$ cat src/rtl/decoder_2to4_buf.sv
// Purpose: buffered binary-code to one-hot decoder between two valid/ready handshakes.
// Latency: a code pushed at edge t is presented on Do from edge t (no same-cycle pass-through).
// Backpressure: in_ready drops when the FIFO is full or En is low; out_ready low holds the head.
module decoder_2to4_buf #(
    parameter int CODE_W = 2,
    parameter int DEPTH  = 2,
    parameter int CNT_W  = 8
) (
    input  logic                   clk,
    input  logic                   rst,
    input  logic                   En,
    input  logic                   in_valid,
    output logic                   in_ready,
    input  logic [CODE_W-1:0]      Din,
    output logic                   out_valid,
    input  logic                   out_ready,
    output logic [(2**CODE_W)-1:0] Do,
    output logic [CNT_W-1:0]       dec_cnt
);

    localparam int AW = $clog2(DEPTH);

    logic [CODE_W-1:0] mem [DEPTH];
    logic [AW:0]       wr_ptr;
    logic [AW:0]       rd_ptr;
    logic [CODE_W-1:0] head;
    logic              full;
    logic              empty;
    logic              push;
    logic              pop;

    // Pointer MSB toggles on each wrap, so equal low bits with differing MSBs means full.
    assign empty = (wr_ptr == rd_ptr);
    assign full  = (wr_ptr[AW] != rd_ptr[AW]) && (wr_ptr[AW-1:0] == rd_ptr[AW-1:0]);

    // Both handshakes are held off while reset is asserted so nothing moves in that cycle.
    assign in_ready  = En & ~full & ~rst;
    assign out_valid = En & ~empty & ~rst;
    assign push      = in_valid & in_ready;
    assign pop       = out_valid & out_ready;
    assign head      = mem[rd_ptr[AW-1:0]];

    always_ff @(posedge clk) begin
        if (push) begin
            mem[wr_ptr[AW-1:0]] <= Din;
        end
    end

    always_ff @(posedge clk) begin
        if (rst) begin
            wr_ptr  <= '0;
            rd_ptr  <= '0;
            dec_cnt <= '0;
        end else begin
            if (push) begin
                wr_ptr <= wr_ptr + (AW+1)'(1);
            end
            if (pop) begin
                rd_ptr  <= rd_ptr + (AW+1)'(1);
                dec_cnt <= dec_cnt + CNT_W'(1);
            end
        end
    end

    always_comb begin
        Do = '0;
        if (out_valid) begin
            Do[head] = 1'b1;
        end
    end

endmodule
$ cat config.mk
export PLATFORM = sky130hd
export DESIGN_NAME = decoder_2to4_buf
export DESIGN_NICKNAME = d
export VERILOG_FILES = /design/src/rtl/decoder_2to4_buf.sv
export SDC_FILE = /design/constraint.sdc
export NUM_CORES = 1
export LEC_CHECK = 0
export BUFFER_PORTS_ARGS = -buffer_cell sky130_fd_sc_hd__buf_2
export CORE_MARGIN = 5
export CORE_UTILIZATION = 54
export CTS_BUF_LIST = sky130_fd_sc_hd__clkbuf_8
export DETAILED_ROUTE_END_ITERATION = 8
export HOLD_SLACK_MARGIN = 0.15
export PLACE_DENSITY = 0.88
export SLEW_MARGIN = 40
export SYNTH_ARGS = -nofsm -noshare
export SYNTH_HDL_FRONTEND = slang
export SYNTH_SLANG_ARGS = --single-unit
export TNS_END_PERCENT = 5
$ cat constraint.sdc
create_clock -name clk -period 1.5 [get_ports clk]
set_input_delay 0.15 -clock clk [delete_from_list [all_inputs] [get_ports clk]]
set_output_delay 0.15 -clock clk [all_outputs]
set_load 0.1 [all_outputs]
### Word level (Yosys, flattened, before mapping)

Memories as Yosys holds them, arrays and structs flattened. A register that Yosys moved wholly into a read port is not among the register bits.
Cells that the tools add are included.

| operators by class | value |
|---|---|
| add/sub/neg operators | 3 |
| order comparisons | 2 |
| eq/ne operators | 3 |
| muxes and demuxes | 7 |
| bitwise logic cells | 9 |
| reduce and logical (&&, ||, !) cells | 2 |

Operators with widths:

| operator | count |
|---|---|
| 8-bit by 1-bit adder with 8-bit output (second input constant) | 1 |
| 1-bit bitwise AND | 6 |
| 1-bit two-way mux | 5 |
| 2-bit by 1-bit adder with 2-bit output (second input constant) | 2 |
| 4-bit two-way mux | 1 |
| 2-bit by 3-bit less-than comparator with 1-bit output (second input constant) | 1 |
| 1-bit inverter | 3 |
| 1-bit demux with 2-bit select | 1 |
| 2-bit == test | 1 |
| 2-bit by 1-bit greater-or-equal comparator with 1-bit output (second input constant) | 1 |
| 1-bit logical AND | 2 |
| 1-bit == test | 1 |
| 1-bit != test | 1 |

| storage, ports and cells | value |
|---|---|
| register bits | 12 |
| RAM bits | 4 |
| word-level logic and storage cells | 30 |
| memories | 1 |

Memory list:

| name | depth | width | rd ports | clocked after Yosys merged registers in | wr ports | RTL line | RTL |
|---|---|---|---|---|---|---|---|
| mem | 2 | 2 | 1 | 1 | 1 | 23 | `logic [CODE_W-1:0] mem [DEPTH];` |

### Longest topological paths before layout

Gate-level depths: netlist of run 1.

| depth | value |
|---|---|
| depth after elaboration | 8 |
| gate-level depth with buffers | 5 |

### Least setup slack after synthesis of run 1

Ideal clock, no wire load.

| timing path | value |
|---|---|
| path type | register to output |
| from | register rd_ptr[0] |
| to | output Do[3] |
| arrival | 2.329 ns |
| data required time | 1.350 ns |
| slack | -0.979 ns |
| cell stages (with the launch flop) | 4 |
| path buffers | 0 |
| cells stage by stage | dfxtp_1 > xnor2_4 > a21o_2 > a21oi_1 |

| between the ends | value |
|---|---|
| cells in the longest elaborated chain, start to end | 5 |

RTL lines:

| what | RTL line | RTL |
|---|---|---|
| from (decl) | 25 | `logic [AW:0] rd_ptr;` |
| from (signal assigned) | 59 | `rd_ptr <= rd_ptr + (AW+1)'(1);` |
| 2-bit == test | 33 | `assign empty = (wr_ptr == rd_ptr);` |
| 1-bit inverter | 38 | `assign out_valid = En & ~empty & ~rst;` |
| 1-bit bitwise AND (2 in series) | 38 |  |
| 4-bit two-way mux | 67 | `if (out_valid) begin` |
| to (decl) | 17 | `output logic [(2**CODE_W)-1:0] Do,` |

No other way between the ends.

### Worst setup path after layout of run 1

| timing path | value |
|---|---|
| from | register wr_ptr[1] |
| to | output Do[3] |

| between the ends | value |
|---|---|
| cells in the longest elaborated chain, start to end | 5 |

RTL lines:

| what | RTL line | RTL |
|---|---|---|
| from (decl) | 24 | `logic [AW:0] wr_ptr;` |
| from (signal assigned) | 56 | `wr_ptr <= wr_ptr + (AW+1)'(1);` |
| 2-bit == test | 33 |  |
| 1-bit inverter | 38 |  |
| 1-bit bitwise AND (2 in series) | 38 |  |
| 4-bit two-way mux | 67 |  |

No other way between the ends.

==> reports/results.txt, run 1 <==
Post-DP Area = 0.00119 sq mm
Total core area = 0.00154 sq mm
Hold endpoint = wr_ptr[1]
Hold depth = 3
Internal Power = 0.000709 W
Seq. cell area = 402 sq um
Highest Clock Rate = 652 MHz
Die height = 50.6 microns
Initial antenna violation count = 0
Register bit total from synthesis = 17
First-pass GRT wire length = 3960 microns
Cell depth of the worst flop-to-flop path = 4
Mean post-synth cell area = 10.4 sq um
CP Buf/Inv Count = 1
Most common cell after layout, fill and taps aside = buf_2
Leak = 0.498 nW
Netlist cell types = 31
Final Hold Vio Count = 0
FP Rows = 14
Max incr delay on CP = 0.38 ns
Max_slew headroom = 67.8%
Largest net degree at the start of global routing = 11
CP required = 1.35 ns
CTS sink count = 17
Delay-heaviest family, CP = compound AO/OA/AOI/OAI gates
Synth Net Count = 94
Run status = finished, violations left
Clock network fraction of total power = 36.3%
Gate power share = 14.2%
Synthesis-to-layout area growth = 49.2%
Multi-input gate area = 569 sq um
Total design power = 0.000965 W
Clock buffer depth = 2
Clock latency on the worst-skew pair = 0.26 ns
RR Startpoint = wr_ptr[0]
Crit path launch type = register
Sequential area share after synthesis = 42.7%
Gr usage total = 20.5%
Vias in the first global route = 819
Worst setup EP type = primary output
Post-route ant nets = 0
Crit path cell chain = xnor2_4 -> a21o_4 -> a21oi_4 -> buf_12
Peak VDD IR = 897 uV
Yosys warnings = 0
Slew Limit Fails = 0
Layout cells sized above 1 = 48.3%
Starting DRC count in detailed routing = 18
Pre-CTS setup slack = -0.112 ns
Via density per instance = 5.70
Clk slew on worst S/H paths = 0.07 ns
Detailed-placement wirelength estimate = 1630 microns
RSZ-0062 raised after global routing = yes
Die area = 0.00256 sq mm
Worst endpoint data arrival time = 1.38 ns
Io pins = 21
Post-route cell area = 0.00133 sq mm
Final WS setup = -0.0347 ns
ANT cells = 0
Endpoints failing setup = 3
Nets = 127
1st-pass router iterations = 4
Critical path class = register to primary output
Max-cap viol count = 0
WHS = 0.220 ns
Pwr per Cell Area = 726 mW/mm^2
Failing checks = setup timing
Most frequent cells in the layout = buf_2, nor2_1, dfxtp_2, xnor2_1, buf_4
IO Port Bufs = 20
Layout fillers = 82
Worst Max-Slew Pin Slew = 0.487 ns
GR Overflow Total = 0
Mapped cell area = 891 sq um
Starting Density = 57.8%
H-Tree Depth = 1
CTS tree = done
Tmin final = 1.53 ns
Util after Layout = 86.2%
Tightest Hold Check Type = input port to register
Clock skew = 0.00759 ns
Sw Ratio = 26.5%
Num CTS Buffers = 3
Root buf cell = clkbuf_8
Sw Pwr = 0.000256 W
Worst R2R End = mem[0][0]
Fin crit share = 102%
WL per Instance = 17.3 microns
DRT Wirelength = 2320 microns
Mapped Cells = 86
Hold Startpoint = rst
Die Width = 50.6 microns
DRC = 0
GPL Wtd Cong = 0.755
Reg2reg setup slack = 0.03 ns
Critical-path top delay cell = dfxtp_4
Reg power frac = 49.5%
Crit-path max FO = 5
Via Count = 764
==> cells in the mapped netlist (all sizes together) <==
cell type  instances  share of area [%]
a21oi              5                4.1
a32oi              1               0.98
a41o               1                1.1
buf                1               0.42
dfxtp             13                 29
clkbuf             1               0.42
edfxtp             4                 13
a211oi             2                2.2
nand4              2                1.4
nand2              4                1.7
nand4b             1               0.98
a311oi             1               0.98
nand2b             2                1.4
a211o              1                1.1
nor2              16                6.7
nand3b             2                1.7
inv                5                2.1
a21o               1               0.98
mux2i              3                3.4
nor3               1               0.56
o32a               1                1.1
xor2               2                2.0
xnor2              9                 12
or2b               1               0.84
ha                 1                1.4
a2111oi            2                6.2
nand3              3                1.7
==> sequential cells by signal, summed over array words and instances (netlist names), named ones only <==
signal / count
mem: 4
dec_cnt: 8
wr_ptr: 2
rd_ptr: 2
==> through the flow <==
stage	std cells	setup TNS, ns
4_1_cts	134	-0.0437
6_report	134	-0.0721
3_5_place_dp	125	-0.424
5_1_grt	134	-0.250
2_1_floorplan	86	-0.801
3_3_place_gp	125	-0.0459
==> worst max-delay path by stage <==
stage                     depth (start not counted)         to  slack (ns)  startpoint
after floorplan                                   3  out_valid       -0.19   rd_ptr[0]
after global routing                              4      Do[1]       -0.09   mem[0][0]
after detailed placement                          4  out_valid       -0.11   rd_ptr[1]
after global placement                            4  out_valid       -0.04   rd_ptr[1]
final                                             4      Do[3]       -0.03   wr_ptr[1]
after CTS                                         4      Do[1]       -0.03   mem[0][0]
==> timing repair <==
item / in CTS / in global routing
setup buffers: 2 / 0
pin swaps: 3 / 1
hold endpoints to repair: 5 / 0
resized for setup: 9 / 2
gates cloned: 0 / 0
endpoints found under the setup margin: 11 / 9
hold buffers: 3 / 0
==> final cells by class <==
type                            count  share of cell area [%]
Tap cell                           16                    1.51
Clock inverter                      1                   0.377
Timing Repair Buffer               30                    20.5
Sequential cell                    17                    30.2
Inverter                            5                    1.41
Clock buffer                        3                    3.11
Multi-Input combinational cell     62                    42.8
==> tightest hold or removal path: cells and delay by family <==
family,cells,cell delay (ns)
AND/OR/NAND/NOR,1,0.04
buffers and inverters,2,0.26
==> kinds of logic (layout without fill, tap and decap cells) <==
kind of cell | after synthesis | count (layout) | share of synthesized area, %
AND/OR/NAND/NOR | 32 | 32 | 17.0
multiplexers | 3 | 3 | 3.37
AO/OA/AOI/OAI | 15 | 15 | 18.8
XOR/XNOR | 11 | 11 | 13.8
buffers and inverters | 7 | 39 | 2.95
flip-flops | 17 | 17 | 42.7
adder cells (fa/ha/maj) | 1 | 1 | 1.40
==> routing by layer <==
| metal | wire, microns | vias to the layer above | GRT usage [%] |
|---|---|---|---|
| met1 | 917 | 367 | 23.6 |
| li1 | - | 366 | - |
| met3 | 121 | 4 | 3.55 |
| met2 | 1250 | 27 | 37.2 |
| met5 | 0 | - | 0 |
| met4 | 27 | 0 | 7.23 |
==> power by group through the flow <==
stage	combinational (W)	clock [W]	sequential, W
floorplan	0.0000730	0	0.000492
global placement	0.000114	0	0.000488
detailed placement	0.000117	0	0.000489
CTS	0.000131	0.000338	0.000478
global route	0.000144	0.000374	0.000479
finish	0.000137	0.000350	0.000478
Power figures use the tool's default switching activity.
==> run 2, diff against run 1 <==
CORE_UTILIZATION = 45   (was 54)
PLACE_DENSITY = 0.77   (was 0.88)
==> run 2 against run 1 <==
The run still ends with setup timing left. Combinational power barely moved. Clock power fell by 3%. Via count is the same. Final cell count up 6.7%. Power decreased by 1.1%. Non-clock buffer count fell by 2. Highest routed layer unchanged.
==> reports/results.txt, run 2 (synthesized netlist as in run 1, its figures left out) <==
Max_slew headroom = 67.2%
DRC = 0
Worst Setup SP = mem[0][1]
Crit path launch type = register
Synthesis-to-layout area growth = 48.2%
Clock skew = 0.00192 ns
DRT Wirelength = 2400 microns
FP Rows = 16
Peak VDD IR = 541 uV
Most common cell after layout, fill and taps aside = buf_2
Endpoints failing setup = 3
Via density per instance = 5.34
Slew Limit Fails = 0
Top reg by flops = dec_cnt
Total core area = 0.00192 sq mm
Failing checks = setup timing
Worst Max-Slew Pin Slew = 0.495 ns
Die Width = 54.5 microns
Max-cap viol count = 0
Worst R2R End = dec_cnt[3]
CP required = 1.35 ns
Critical path class = register to primary output
Largest register FFs = 8
Final Hold Vio Count = 0
Post-route ant nets = 0
CTS tree = done
Reg2reg setup slack = 0.03 ns
RSZ-0062 raised after global routing = yes
CTS sink count = 17
Via Count = 764
Cell depth of the worst flop-to-flop path = 6
Final WS setup = -0.0336 ns
Starting DRC count in detailed routing = 10
Tightest Hold Check Type = input port to register
Io pins = 21
Util after Layout = 68.7%
Leak = 0.488 nW
Tmin final = 1.53 ns
Most frequent cells in the layout = buf_2, nor2_1, dfxtp_2, xnor2_1, buf_12
GR Overflow Total = 0
Num CTS Buffers = 3
Largest net degree at the start of global routing = 14
Fin crit share = 102%
H-Tree Depth = 1
1st-pass router iterations = 3
WL per Instance = 16.7 microns
WHS = 0.286 ns
Vias in the first global route = 800
Initial antenna violation count = 0
Detailed-placement wirelength estimate = 1540 microns
Clock buffer depth = 2
Clk slew on worst S/H paths = 0.07 ns
Worst setup EP type = primary output
Gr usage total = 18.0%
Highest Clock Rate = 652 MHz
Die height = 54.5 microns
Layout cells sized above 1 = 50.0%
GPL Wtd Cong = 0.720
Clock latency on the worst-skew pair = 0.25 ns
First-pass GRT wire length = 3710 microns
RR Startpoint = rd_ptr[0]
Critical Path Sink = Do[1]
Worst endpoint data arrival time = 1.38 ns
IO Port Bufs = 20
Seq. cell area = 405 sq um
Starting Density = 46.4%
Crit-path max FO = 4
Run status = finished, violations left
Pwr per Cell Area = 723 mW/mm^2
Die area = 0.00297 sq mm
Root buf cell = clkbuf_8
Layout fillers = 153
ANT cells = 0
Nets = 125
Multi-input gate area = 558 sq um
-- run 2: cell count changes in the layout (fill, tap and decap cells not counted), sizes merged --
cell	delta
buf	-1
inv	+1
dlygate4sd3	-1
clkinv	-1
-- run 2: repair_timing --
| item | 4_1_cts | 5_1_grt |
|---|---|---|
| hold buffers | 2 | 0 |
| gates resized for setup | 7 | 7 |
| pin swaps | 3 | 3 |
| setup buffers | 2 | 0 |
| setup endpoints to repair | 6 | 17 |
| endpoints found under the hold margin | 4 | 0 |
-- run 2: stage by stage --
stage                     area (sq um)  cells  TNS, ns  total power, W  setup slack (ns)
after global placement            1200    135  -0.0427        0.000604           -0.0426
final                             1320    143  -0.0654        0.000955           -0.0336
after CTS                         1300    143  -0.0253        0.000949           -0.0233
after detailed placement          1200    135   -0.193        0.000607           -0.0834
after floorplan                    950     86   -0.801        0.000565            -0.190
after global routing              1320    143   -0.548        0.000978           -0.0841
-- run 2: cell type report --
class / count / area share (%)
Clock inverter: 1 / 0.284
Clock buffer: 3 / 3.13
Inverter: 5 / 1.42
Multi-Input combinational cell: 62 / 42.3
Sequential cell: 17 / 30.7
Tap cell: 27 / 2.56
Timing Repair Buffer: 28 / 19.6
-- run 2: critical path, stage by stage, from the launching register on --
cell	delay, ns
edfxtp_1	0.43
o32a_1	0.41
nor2_4	0.11
buf_12	0.18
-- run 2: how the worst min path moves through the flow --
| stage | start | end | slack (ns) | cells past startpoint |
|---|---|---|---|---|
| final | rst | dec_cnt[0] | 0.29 | 3 |
| after global routing | rst | dec_cnt[1] | 0.32 | 3 |
| after CTS | rst | dec_cnt[6] | 0.26 | 3 |
| after detailed placement | Din[1] | mem[0][1] | 0.34 | 1 |
| after global placement | Din[0] | mem[1][0] | 0.34 | 1 |
| after floorplan | Din[0] | mem[0][0] | 0.25 | 0 |
-- run 2: report_power, final --
part / total (W) / switching (W) / leakage [nW] / internal (W)
registers: 0.000477 / 0.00000848 / 0.148 / 0.000469
clock network: 0.000341 / 0.000159 / 0.0269 / 0.000182
logic: 0.000137 / 0.0000823 / 0.313 / 0.0000542
-- run 2: layer usage --
metal,GRT usage (%),wire (microns),up-vias
li1,-,-,367
met1,19.5,961,378
met2,33.1,1350,16
met3,2.72,57,3
met4,9.54,28,0
met5,0,0,-
==> run 3, diff against run 2 <==
BUFFER_PORTS_ARGS = -buffer_cell sky130_fd_sc_hd__buf_4   (was -buffer_cell sky130_fd_sc_hd__buf_2)
CORE_MARGIN = default   (was 5)
==> run 3 against run 2 <==
The flow still finishes with violations (setup timing). Count of clock-buffer cells in the layout is the same. Core utilization increased by 7.3 points. Power increased by 0.11%. Setup slack worse by 0.044 ns. Combinational power barely moved. Flip-flop and latch count stayed put. Maximum frequency down 2.8%. Clock skew rose by 0.0042 ns. Critical path type unchanged. Critical endpoint is now Do[0]. Highest routed layer unchanged.
==> reports/results.txt, run 3 (synthesized netlist as in run 1, its figures left out) <==
H-Tree Depth = 1
Highest Clock Rate = 634 MHz
Final WS setup = -0.0775 ns
Initial antenna violation count = 0
First-pass GRT wire length = 3080 microns
Final Hold Vio Count = 0
DRC = 0
Max_slew headroom = 76.5%
Tmin final = 1.58 ns
Pre-CTS setup slack = 0.00764 ns
GPL Wtd Cong = 0.781
Pwr per Cell Area = 705 mW/mm^2
Reg2reg setup slack = 0.01 ns
Slew Limit Fails = 0
Worst Max-Slew Pin Slew = 0.351 ns
Via density per instance = 5.17
Most frequent cells in the layout = buf_4, nor2_1, dfxtp_2, xnor2_1
Worst setup EP type = primary output
Crit path launch type = register
Layout fillers = 115
Fin crit share = 105%
Clock skew = 0.00611 ns
Starting Density = 50.0%
Total design power = 0.000956 W
Critical-path top delay cell = edfxtp_1
Die area = 0.00216 sq mm
Total core area = 0.00178 sq mm
IO Port Bufs = 20
Max incr delay on CP = 0.41 ns
GR Overflow Total = 0
Failing checks = setup timing
Peak VDD IR = 702 uV
RSZ-0062 raised after global routing = yes
Critical path class = register to primary output
Largest net degree at the start of global routing = 11
Via Count = 750
Run status = finished, violations left
Worst endpoint data arrival time = 1.43 ns
Detailed-placement wirelength estimate = 1510 microns
Die height = 46.5 microns
Starting DRC count in detailed routing = 4
ANT cells = 0
Crit path cell chain = buf_4 -> nor3_1 -> a21oi_1 -> nor2_4 -> buf_12
Endpoints failing setup = 4
Crit-path max FO = 3
CTS tree = done
CTS sink count = 17
Tightest Hold Check Type = input port to register
Root buf cell = clkbuf_8
Max-cap viol count = 0
Post-route ant nets = 0
Layout cells sized above 1 = 49.2%
Num CTS Buffers = 3
Cell Count, Final, Fillers Out = 145
Clock buffer depth = 2
Leak = 0.504 nW
FP Rows = 15
Gr usage total = 21.6%
Placed Instances = 135
CP required = 1.35 ns
Clock latency on the worst-skew pair = 0.25 ns
Util after Layout = 76.0%
Vias in the first global route = 713
1st-pass router iterations = 4
WL per Instance = 14.6 microns
Synthesis-to-layout area growth = 52.1%
Top reg by flops = dec_cnt
Nets = 129
Die Width = 46.5 microns
Io pins = 21
DRT Wirelength = 2110 microns
Clk slew on worst S/H paths = 0.07 ns
Most common cell after layout, fill and taps aside = buf_4
Largest register FFs = 8
run 3: final cells by class:
type	count	area [sq um]	share of cell area, %
Clock buffer	3	41.3	3.05
Clock inverter	1	5.00	0.369
Inverter	5	18.8	1.39
Multi-Input combinational cell	62	546	40.3
Sequential cell	17	399	29.5
Tap cell	25	31.3	2.31
Timing Repair Buffer	32	314	23.2
run 3: per-layer routing:
| metal | global-route usage (%) | share of wire (%) | vias to the layer above |
|---|---|---|---|
| met3 | 8.63 | 4.6 | 5 |
| met4 | 10.6 | 1.7 | 0 |
| met5 | 0 | 0 | - |
| met2 | 37.8 | 55 | 19 |
| met1 | 21.8 | 38 | 356 |
| li1 | - | - | 370 |
run 3: worst paths after layout:
check	cells past startpoint	endpoint	start
setup / recovery	5	Do[0]	mem[0][1]
hold / removal	3	rd_ptr[1]	rst
setup reg to reg	6	dec_cnt[7]	wr_ptr[0]
hold reg to reg	1	dec_cnt[3]	dec_cnt[3]
run 3: worst max-delay path: cells and delay by family, from the launching register on:
family	cells	cell delay (ns)
AOI/OAI and AO/OA	1	0.11
DFF	1	0.41
buffers and inverters	2	0.35
and+or+nand+nor	2	0.30
run 3: per-stage QoR:
stage / TNS (ns) / instance area [sq um] / hold slack [ns]
after floorplan: -0.801 / 950 / 0.249
after global placement: 0 / 1170 / 0.337
after detailed placement: 0 / 1170 / 0.341
after CTS: -0.0512 / 1320 / 0.207
after global routing: -0.366 / 1360 / 0.236
final: -0.157 / 1360 / 0.211
run 3: where the power goes:
| group | switching (W) | leakage, nW | total (W) | internal, W |
|---|---|---|---|---|
| clock network | 0.000154 | 0.0255 | 0.000339 | 0.000184 |
| registers | 0.00000871 | 0.147 | 0.000480 | 0.000472 |
| logic | 0.0000780 | 0.331 | 0.000137 | 0.0000588 |
run 3: what timing repair did:
action                                  CTS  global route
pin swaps                                 1             4
gates resized for setup                  18             5
hold endpoints to repair                  8             0
buffers inserted                          1             2
endpoints found under the setup margin    6            11
hold buffers                              3             0
